<file path="src/rtl/heap_dump_ctrl.sv">
// Front-end controller for a chained heap: forwards CMS updates into stage 0 and,
// on request, drains the heap through heap_read pulses into a small output FIFO.
module heap_dump_ctrl #(
  parameter int unsigned KEY_WIDTH   = 32,
  parameter int unsigned VALUE_WIDTH = 32,
  parameter int unsigned HEAP_DEPTH  = 8
) (
  input  logic                   ap_clk,
  input  logic                   ap_rst_n,
  input  logic [KEY_WIDTH-1:0]   upd_key,
  input  logic [VALUE_WIDTH-1:0] upd_value,
  input  logic                   upd_valid,
  output logic                   upd_ready,
  output logic [KEY_WIDTH-1:0]   hs_key_test,
  output logic [KEY_WIDTH-1:0]   hs_key,
  output logic [VALUE_WIDTH-1:0] hs_value,
  output logic                   hs_kv_valid,
  output logic                   hs_heap_read,
  input  logic [KEY_WIDTH-1:0]   tail_key,
  input  logic [VALUE_WIDTH-1:0] tail_value,
  input  logic                   dump_start,
  output logic                   dump_busy,
  output logic                   dump_done,
  output logic [KEY_WIDTH-1:0]   rd_key,
  output logic [VALUE_WIDTH-1:0] rd_value,
  output logic                   rd_last,
  output logic                   rd_valid,
  input  logic                   rd_ready
);

  localparam int unsigned PTR_W   = (HEAP_DEPTH > 1) ? $clog2(HEAP_DEPTH) : 1;
  localparam int unsigned CNT_W   = $clog2(HEAP_DEPTH + 1);
  localparam int unsigned DRAIN_W = $clog2(2 * HEAP_DEPTH + 1);
  localparam int unsigned PAIRS   = HEAP_DEPTH / 2;
  localparam int unsigned PAIR_W  = $clog2(PAIRS + 1);

  typedef enum logic [2:0] {
    S_IDLE     = 3'd0,
    S_UPD_HOLD = 3'd1,
    S_DRAIN    = 3'd2,
    S_DUMP_A   = 3'd3,
    S_DUMP_B   = 3'd4
  } state_t;

  typedef struct packed {
    logic [KEY_WIDTH-1:0]   key;
    logic [VALUE_WIDTH-1:0] value;
    logic                   last;
  } entry_t;

  state_t               state, state_nxt;
  logic [DRAIN_W-1:0]   drain_cnt, drain_nxt;
  logic [PAIR_W-1:0]    pair_cnt, pair_nxt, pair_inc;
  logic                 ready_en;
  logic [KEY_WIDTH-1:0]   hs_key_nxt;
  logic [VALUE_WIDTH-1:0] hs_value_nxt;
  logic                 kv_valid_nxt, heap_read_nxt, busy_nxt, done_nxt;
  logic                 push, push_last, pop;
  logic                 dump_accept, upd_accept;

  entry_t               mem [HEAP_DEPTH];
  entry_t               head;
  logic [PTR_W-1:0]     wr_ptr, rd_ptr;
  logic [CNT_W-1:0]     count;
  logic                 fifo_empty, fifo_full;

  assign fifo_empty  = (count == '0);
  assign fifo_full   = (count == CNT_W'(HEAP_DEPTH));
  // ready_en keeps upd_ready low until the first edge after reset release
  assign upd_ready   = (state == S_IDLE) && ready_en && !dump_start;
  assign upd_accept  = upd_valid && upd_ready;
  assign dump_accept = (state == S_IDLE) && dump_start && fifo_empty;
  assign pair_inc    = pair_cnt + PAIR_W'(1);
  assign hs_key_test = hs_key;

  // State and registered outputs
  always_ff @(posedge ap_clk or negedge ap_rst_n) begin
    if (!ap_rst_n) begin
      state        <= S_IDLE;
      drain_cnt    <= '0;
      pair_cnt     <= '0;
      ready_en     <= 1'b0;
      hs_key       <= '0;
      hs_value     <= '0;
      hs_kv_valid  <= 1'b0;
      hs_heap_read <= 1'b0;
      dump_busy    <= 1'b0;
      dump_done    <= 1'b0;
    end else begin
      state        <= state_nxt;
      drain_cnt    <= drain_nxt;
      pair_cnt     <= pair_nxt;
      ready_en     <= 1'b1;
      hs_key       <= hs_key_nxt;
      hs_value     <= hs_value_nxt;
      hs_kv_valid  <= kv_valid_nxt;
      hs_heap_read <= heap_read_nxt;
      dump_busy    <= busy_nxt;
      dump_done    <= done_nxt;
    end
  end

  always_comb begin
    state_nxt = state;
    case (state)
      S_IDLE: begin
        if (dump_accept)     state_nxt = S_DRAIN;
        else if (upd_accept) state_nxt = S_UPD_HOLD;
      end
      S_UPD_HOLD: state_nxt = S_IDLE;
      S_DRAIN:    if (drain_cnt == DRAIN_W'(1)) state_nxt = S_DUMP_A;
      S_DUMP_A:   state_nxt = S_DUMP_B;
      S_DUMP_B:   state_nxt = (pair_inc < PAIR_W'(PAIRS)) ? S_DUMP_A : S_IDLE;
      default:    state_nxt = S_IDLE;
    endcase
  end

  // Next values of registered outputs, counters and FIFO push controls
  always_comb begin
    drain_nxt     = drain_cnt;
    pair_nxt      = pair_cnt;
    hs_key_nxt    = hs_key;
    hs_value_nxt  = hs_value;
    kv_valid_nxt  = 1'b0;
    heap_read_nxt = 1'b0;
    busy_nxt      = dump_busy;
    done_nxt      = 1'b0;
    push          = 1'b0;
    push_last     = 1'b0;
    case (state)
      S_IDLE: begin
        if (dump_accept) begin
          drain_nxt    = DRAIN_W'(2 * HEAP_DEPTH);
          pair_nxt     = '0;
          busy_nxt     = 1'b1;
          hs_key_nxt   = '0;
          hs_value_nxt = '0;
        end else if (upd_accept) begin
          hs_key_nxt   = upd_key;
          hs_value_nxt = upd_value;
          kv_valid_nxt = 1'b1;
        end
      end
      S_DRAIN: begin
        hs_key_nxt   = '0;
        hs_value_nxt = '0;
        drain_nxt    = drain_cnt - DRAIN_W'(1);
        if (drain_cnt == DRAIN_W'(1)) heap_read_nxt = 1'b1;
      end
      S_DUMP_A: begin
        hs_key_nxt   = '0;
        hs_value_nxt = '0;
        push         = 1'b1;
      end
      S_DUMP_B: begin
        hs_key_nxt   = '0;
        hs_value_nxt = '0;
        push         = 1'b1;
        pair_nxt     = pair_inc;
        if (pair_inc < PAIR_W'(PAIRS)) begin
          heap_read_nxt = 1'b1;
        end else begin
          push_last = 1'b1;
          busy_nxt  = 1'b0;
          done_nxt  = 1'b1;
        end
      end
      default: ;
    endcase
  end

  // Output FIFO of dumped entries
  assign pop  = rd_valid && rd_ready;
  assign head = mem[rd_ptr];

  always_ff @(posedge ap_clk or negedge ap_rst_n) begin
    if (!ap_rst_n) begin
      wr_ptr <= '0;
      rd_ptr <= '0;
      count  <= '0;
    end else begin
      if (push) wr_ptr <= (wr_ptr == PTR_W'(HEAP_DEPTH - 1)) ? '0 : wr_ptr + PTR_W'(1);
      if (pop)  rd_ptr <= (rd_ptr == PTR_W'(HEAP_DEPTH - 1)) ? '0 : rd_ptr + PTR_W'(1);
      case ({push, pop})
        2'b10:   count <= count + CNT_W'(1);
        2'b01:   count <= count - CNT_W'(1);
        default: count <= count;
      endcase
    end
  end

  always_ff @(posedge ap_clk) begin
    if (push) mem[wr_ptr] <= '{key: tail_key, value: tail_value, last: push_last};
  end

  // Data is masked while empty so the stream reads as zero after reset
  assign rd_valid = !fifo_empty;
  assign rd_key   = rd_valid ? head.key   : '0;
  assign rd_value = rd_valid ? head.value : '0;
  assign rd_last  = rd_valid ? head.last  : 1'b0;

  a_no_overflow: assert property (@(posedge ap_clk) disable iff (!ap_rst_n) !(push && fifo_full));

endmodule

</file>
<file path="config.mk">
export PLATFORM = sky130hd
export DESIGN_NAME = heap_dump_ctrl
export DESIGN_NICKNAME = d
export VERILOG_FILES = /design/src/rtl/heap_dump_ctrl.sv
export SDC_FILE = /design/constraint.sdc
export NUM_CORES = 1
export LEC_CHECK = 0
export ABC_AREA = 1
export CAP_MARGIN = 20
export CORE_ASPECT_RATIO = 0.75
export CORE_MARGIN = 2
export CORE_UTILIZATION = 51
export CTS_CLUSTER_SIZE = 24
export DETAILED_ROUTE_END_ITERATION = 7
export PLACE_DENSITY_LB_ADDON = 0.15
export SYNTH_ARGS = -nofsm -noshare
export SYNTH_HDL_FRONTEND = slang
export SYNTH_SLANG_ARGS = --single-unit
</file>
<file path="constraint.sdc">
create_clock -name ap_clk -period 3.95 [get_ports ap_clk]
set_input_delay 0.79 -clock ap_clk [delete_from_list [all_inputs] [get_ports ap_clk]]
set_output_delay 0.79 -clock ap_clk [all_outputs]
set_load 0.02 [all_outputs]
</file>
==> run summary <==
Along the worst path, the maximum fanout reaches 114. Among all flip-flop cells after synthesis, the most frequent one is sky130_fd_sc_hd__edfxtp_1. The count of buffers inserted at the top-level ports came out at 299. The endpoint identified for the worst register-to-register timing path is mem[2][44].

The core region is 0.0488 mm². The startpoint type of the worst setup path is a flip-flop. met2 is the most crowded layer.

Across every metal layer, demand over resource in global routing totals 23.6%. The flow ran to the end, and the final reports show no timing, DRC or antenna violations. The first-pass detailed-route iteration total came out at 5.

Once layout is complete, the utilization of the core stands at 62.5%. The clock latency at the later pin of the worst-skew pair is 600 ps. The required time at the worst-slack endpoint is 3160 ps. The final worst hold slack came out at 223 ps. The count of endpoints failing hold in the final timing report came to 0. The slack of the worst reg-to-reg path came out at 1090 ps. The average footprint of a synthesized cell is 11.3 µm².

Entering global routing, the biggest net connects 132 pins. In this run, placement finished with an instance count of 3047. The synthesis-to-finish area growth came out at 21.0%.

During synthesis, Yosys emitted a total of 0 warnings. Buffers inserted during clock tree synthesis total 57. The number of clock sinks seen by CTS is 610. The vias after detailed routing came out at 17100. The sort of element at the end of the critical path is an output port.

The share of the yosys chip area belonging to registers is 70.9%. The critical setup path kind is flip-flop to output port. The initialized floorplan defines 70 standard-cell rows.

The share of the clock period used by the worst path is 96.1%. The remaining antenna violation count after routing is 0. The floorplan die area is 0.0512 mm².

The width of the die came out at 261 µm. The starting utilization of the core area came out at 51.6%. sky130_fd_sc_hd__nor2_1 is the most common cell in the netlist.

The synthesized design contains 520 enable-type register cells. For this design the top-level I/O count stands at 300. The maximum frequency from static timing analysis is 263 MHz. The worst register-to-register path begins at state[1]. By area the synthesized netlist is led by sky130_fd_sc_hd__edfxtp_1, sky130_fd_sc_hd__nor2_1, sky130_fd_sc_hd__dfrtp_1. After detailed routing, the number of remaining DRC violations is 0. Among the stages of the critical path, the cell type that occurs most often is sky130_fd_sc_hd__nor2_1. For met3 alone, demand over resource in global routing was 4.14%.

The fraction of final layout cells with drive strength greater than 1 is 6.19%. The final non-filler cell total is 3159. The post-layout net count is 2602. The total global routing overflow is 0.

The cell at the slowest stage of the critical path is sky130_fd_sc_hd__clkdlybuf4s50_1. The final-report max-slew violation count came out at 0. The routability-driven placement congestion ratio is 0.827. The detail-routed via count per cell came out at 5.43. The maximum clock insertion buffer count is 3. Summed over all instances, the cell type with the most area after synthesis is sky130_fd_sc_hd__edfxtp_1. The min-delay analysis places its worst path in the category input pin to async pin.

After detailed routing, the average wire length per cell comes to 19.2 µm. On the worst path, the slowest cell contributes a delay of 690 ps. The met1 layer usage reported by global route is 34.2%. The number of instances in the synthesized netlist is 2238. Setup repair after global routing left no endpoint under its margin. The area share of the largest cell type after synthesis is 62.0%. The level count of the clock H-tree is 2. The power per unit of standard cell area is 753 mW/mm². The commonest cells after synthesis are sky130_fd_sc_hd__nor2_1, sky130_fd_sc_hd__edfxtp_1, sky130_fd_sc_hd__o21ai_0, sky130_fd_sc_hd__nand2_1, sky130_fd_sc_hd__nand4_1. The total of max-cap violations is 0. The register bit total from synthesis is 610.

The number of global-route vias before repair came to 16500. For met2 alone, demand over resource in global routing was 36.7%. The clock skew after layout is 11.5 ps. The headroom to the max-slew limit came out at 42.5%. The number of antenna violations at the first check in global routing came out at 6. Clock tree synthesis selected as its root buffer the cell sky130_fd_sc_hd__clkbuf_16. The count of final setup violators is 0.

The maximum ir drop on the vdd rail is 0.537 mV. The detailed-route wire length came out at 60700 µm. In this design, the largest share of critical-path delay is due to buffers and inverters. The clock transition at the registers of the reported paths is 60 ps. For the worst flop-to-flop path, the logic depth is 8.

The number of nets in the synthesized netlist is 2381. The critical path data arrival time came out at 3010 ps. The number of buffers and inverters on the critical path is 2. Measured along the y axis, the die boundary spans 196 µm. Summing every instance area after synthesis gives 0.0252 mm². The clock period minus final worst setup slack is 3800 ps. The signal on the critical path passes through buf_12 -> nor2_1 -> nor2_1 -> o21ai_0 -> nand2_1 -> nor2_1 -> nor2_1 -> clkdlybuf4s50_1. The unique cell type count in the Yosys netlist came out at 29.

TritonCTS built the clock tree. After legalization and detailed placement, the total HPWL measured 33900 µm. The count of routing violations after the opening detailed-route iteration came out at 1385. The global-route wire length before repair came out at 93900 µm. The share of synthesized registers carrying an async set or reset came out at 14.8%. The cell leakage power came out at 0.0114 µW. The slew of the pin with the lowest slew margin is 863 ps.
[area by class of cell]
cell class                 instances  area, µm²
inverter                          27        114
fill                            3798      18300
timing repair buffer             344       3480
multi-input combinational       1419       6310
tap                              648        811
antenna                            5       12.5
clock inverter                    35        355
clock buffer                      71       1510
sequential                       610      17900
[what timing repair did]
| action | in CTS | in global routing |
|---|---|---|
| hold buffers | 0 | 0 |
| endpoints found under the setup margin | 0 | 4 |
| resized for setup | 0 | 3 |
| buffers inserted | 0 | 0 |
[cells in the final DEF (no fill, tap or decap), types with 33 or more instances in the layout]
cell type	n
sky130_fd_sc_hd__clkbuf_16	57
sky130_fd_sc_hd__clkdlybuf4s50_1	298
sky130_fd_sc_hd__dfrtp_1	87
sky130_fd_sc_hd__nand3_1	74
sky130_fd_sc_hd__nor2_1	665
sky130_fd_sc_hd__nand4_1	130
sky130_fd_sc_hd__edfxtp_1	520
sky130_fd_sc_hd__buf_4	33
sky130_fd_sc_hd__nand2_1	239
sky130_fd_sc_hd__o21ai_0	240
[sequential cells by signal (all words and copies together) (netlist names)]
register      flops
ready_en          1
mem             520
drain_cnt         5
wr_ptr            3
hs_heap_read      1
dump_busy         1
hs_kv_valid       1
state             3
hs_value         32
rd_ptr            3
dump_done         1
hs_key           32
count             4
pair_cnt          3
[stage by stage]
| step | setup slack, ps | instance area (µm²) | TNS (ps) | total power (µW) |
|---|---|---|---|---|
| final | 152 | 30500 | 0 | 22900 |
| after global routing | 26.7 | 30500 | 0 | 24300 |
| after global placement | 793 | 28600 | 0 | 17500 |
| after CTS | 109 | 30400 | 0 | 23100 |
| after floorplan | -352 | 25200 | -182900 | 13900 |
| after detailed placement | 782 | 28600 | 0 | 17600 |
[metal layers]
layer  part of all wire [%]  vias to the layer above
li1                       -                     8200
met1                     45                     8298
met5                  0.061                        -
met2                     46                      519
met4                    2.5                        6
met3                    6.4                      122
[how the worst max path moves through the flow]
stage	endpoint	from	depth (start not counted)	slack [ps]
floorplan	mem[0][0]	state[1]	7	-350
global placement	rd_key[18]	rd_ptr[0]	7	790
detailed placement	rd_key[18]	rd_ptr[0]	7	780
CTS	rd_key[19]	rd_ptr[0]	7	110
global route	rd_key[20]	rd_ptr[0]	8	30
finish	rd_key[20]	rd_ptr[0]	8	150
[logic make-up after synthesis]
group / Yosys count / share of synthesized area (%)
xor gates and xnor gates: 6 / 0.209
other: 1 / 0.0149
and+or+nand+nor: 1125 / 18.5
adders and majority gates: 10 / 0.497
DFF: 610 / 70.9
AOI/OAI and AO/OA: 277 / 5.52
buffers and inverters: 209 / 4.31
[where the power goes]
group          switching [µW]  internal [µW]  total, µW  leakage [µW]
sequential                418           7490       7910       0.00588
combinational            5900           3670       9570       0.00462
clock                    2300           3160       5460      0.000925
total                    8620          14300      22900        0.0114
Note: power is estimated with default switching activity, not from simulation.
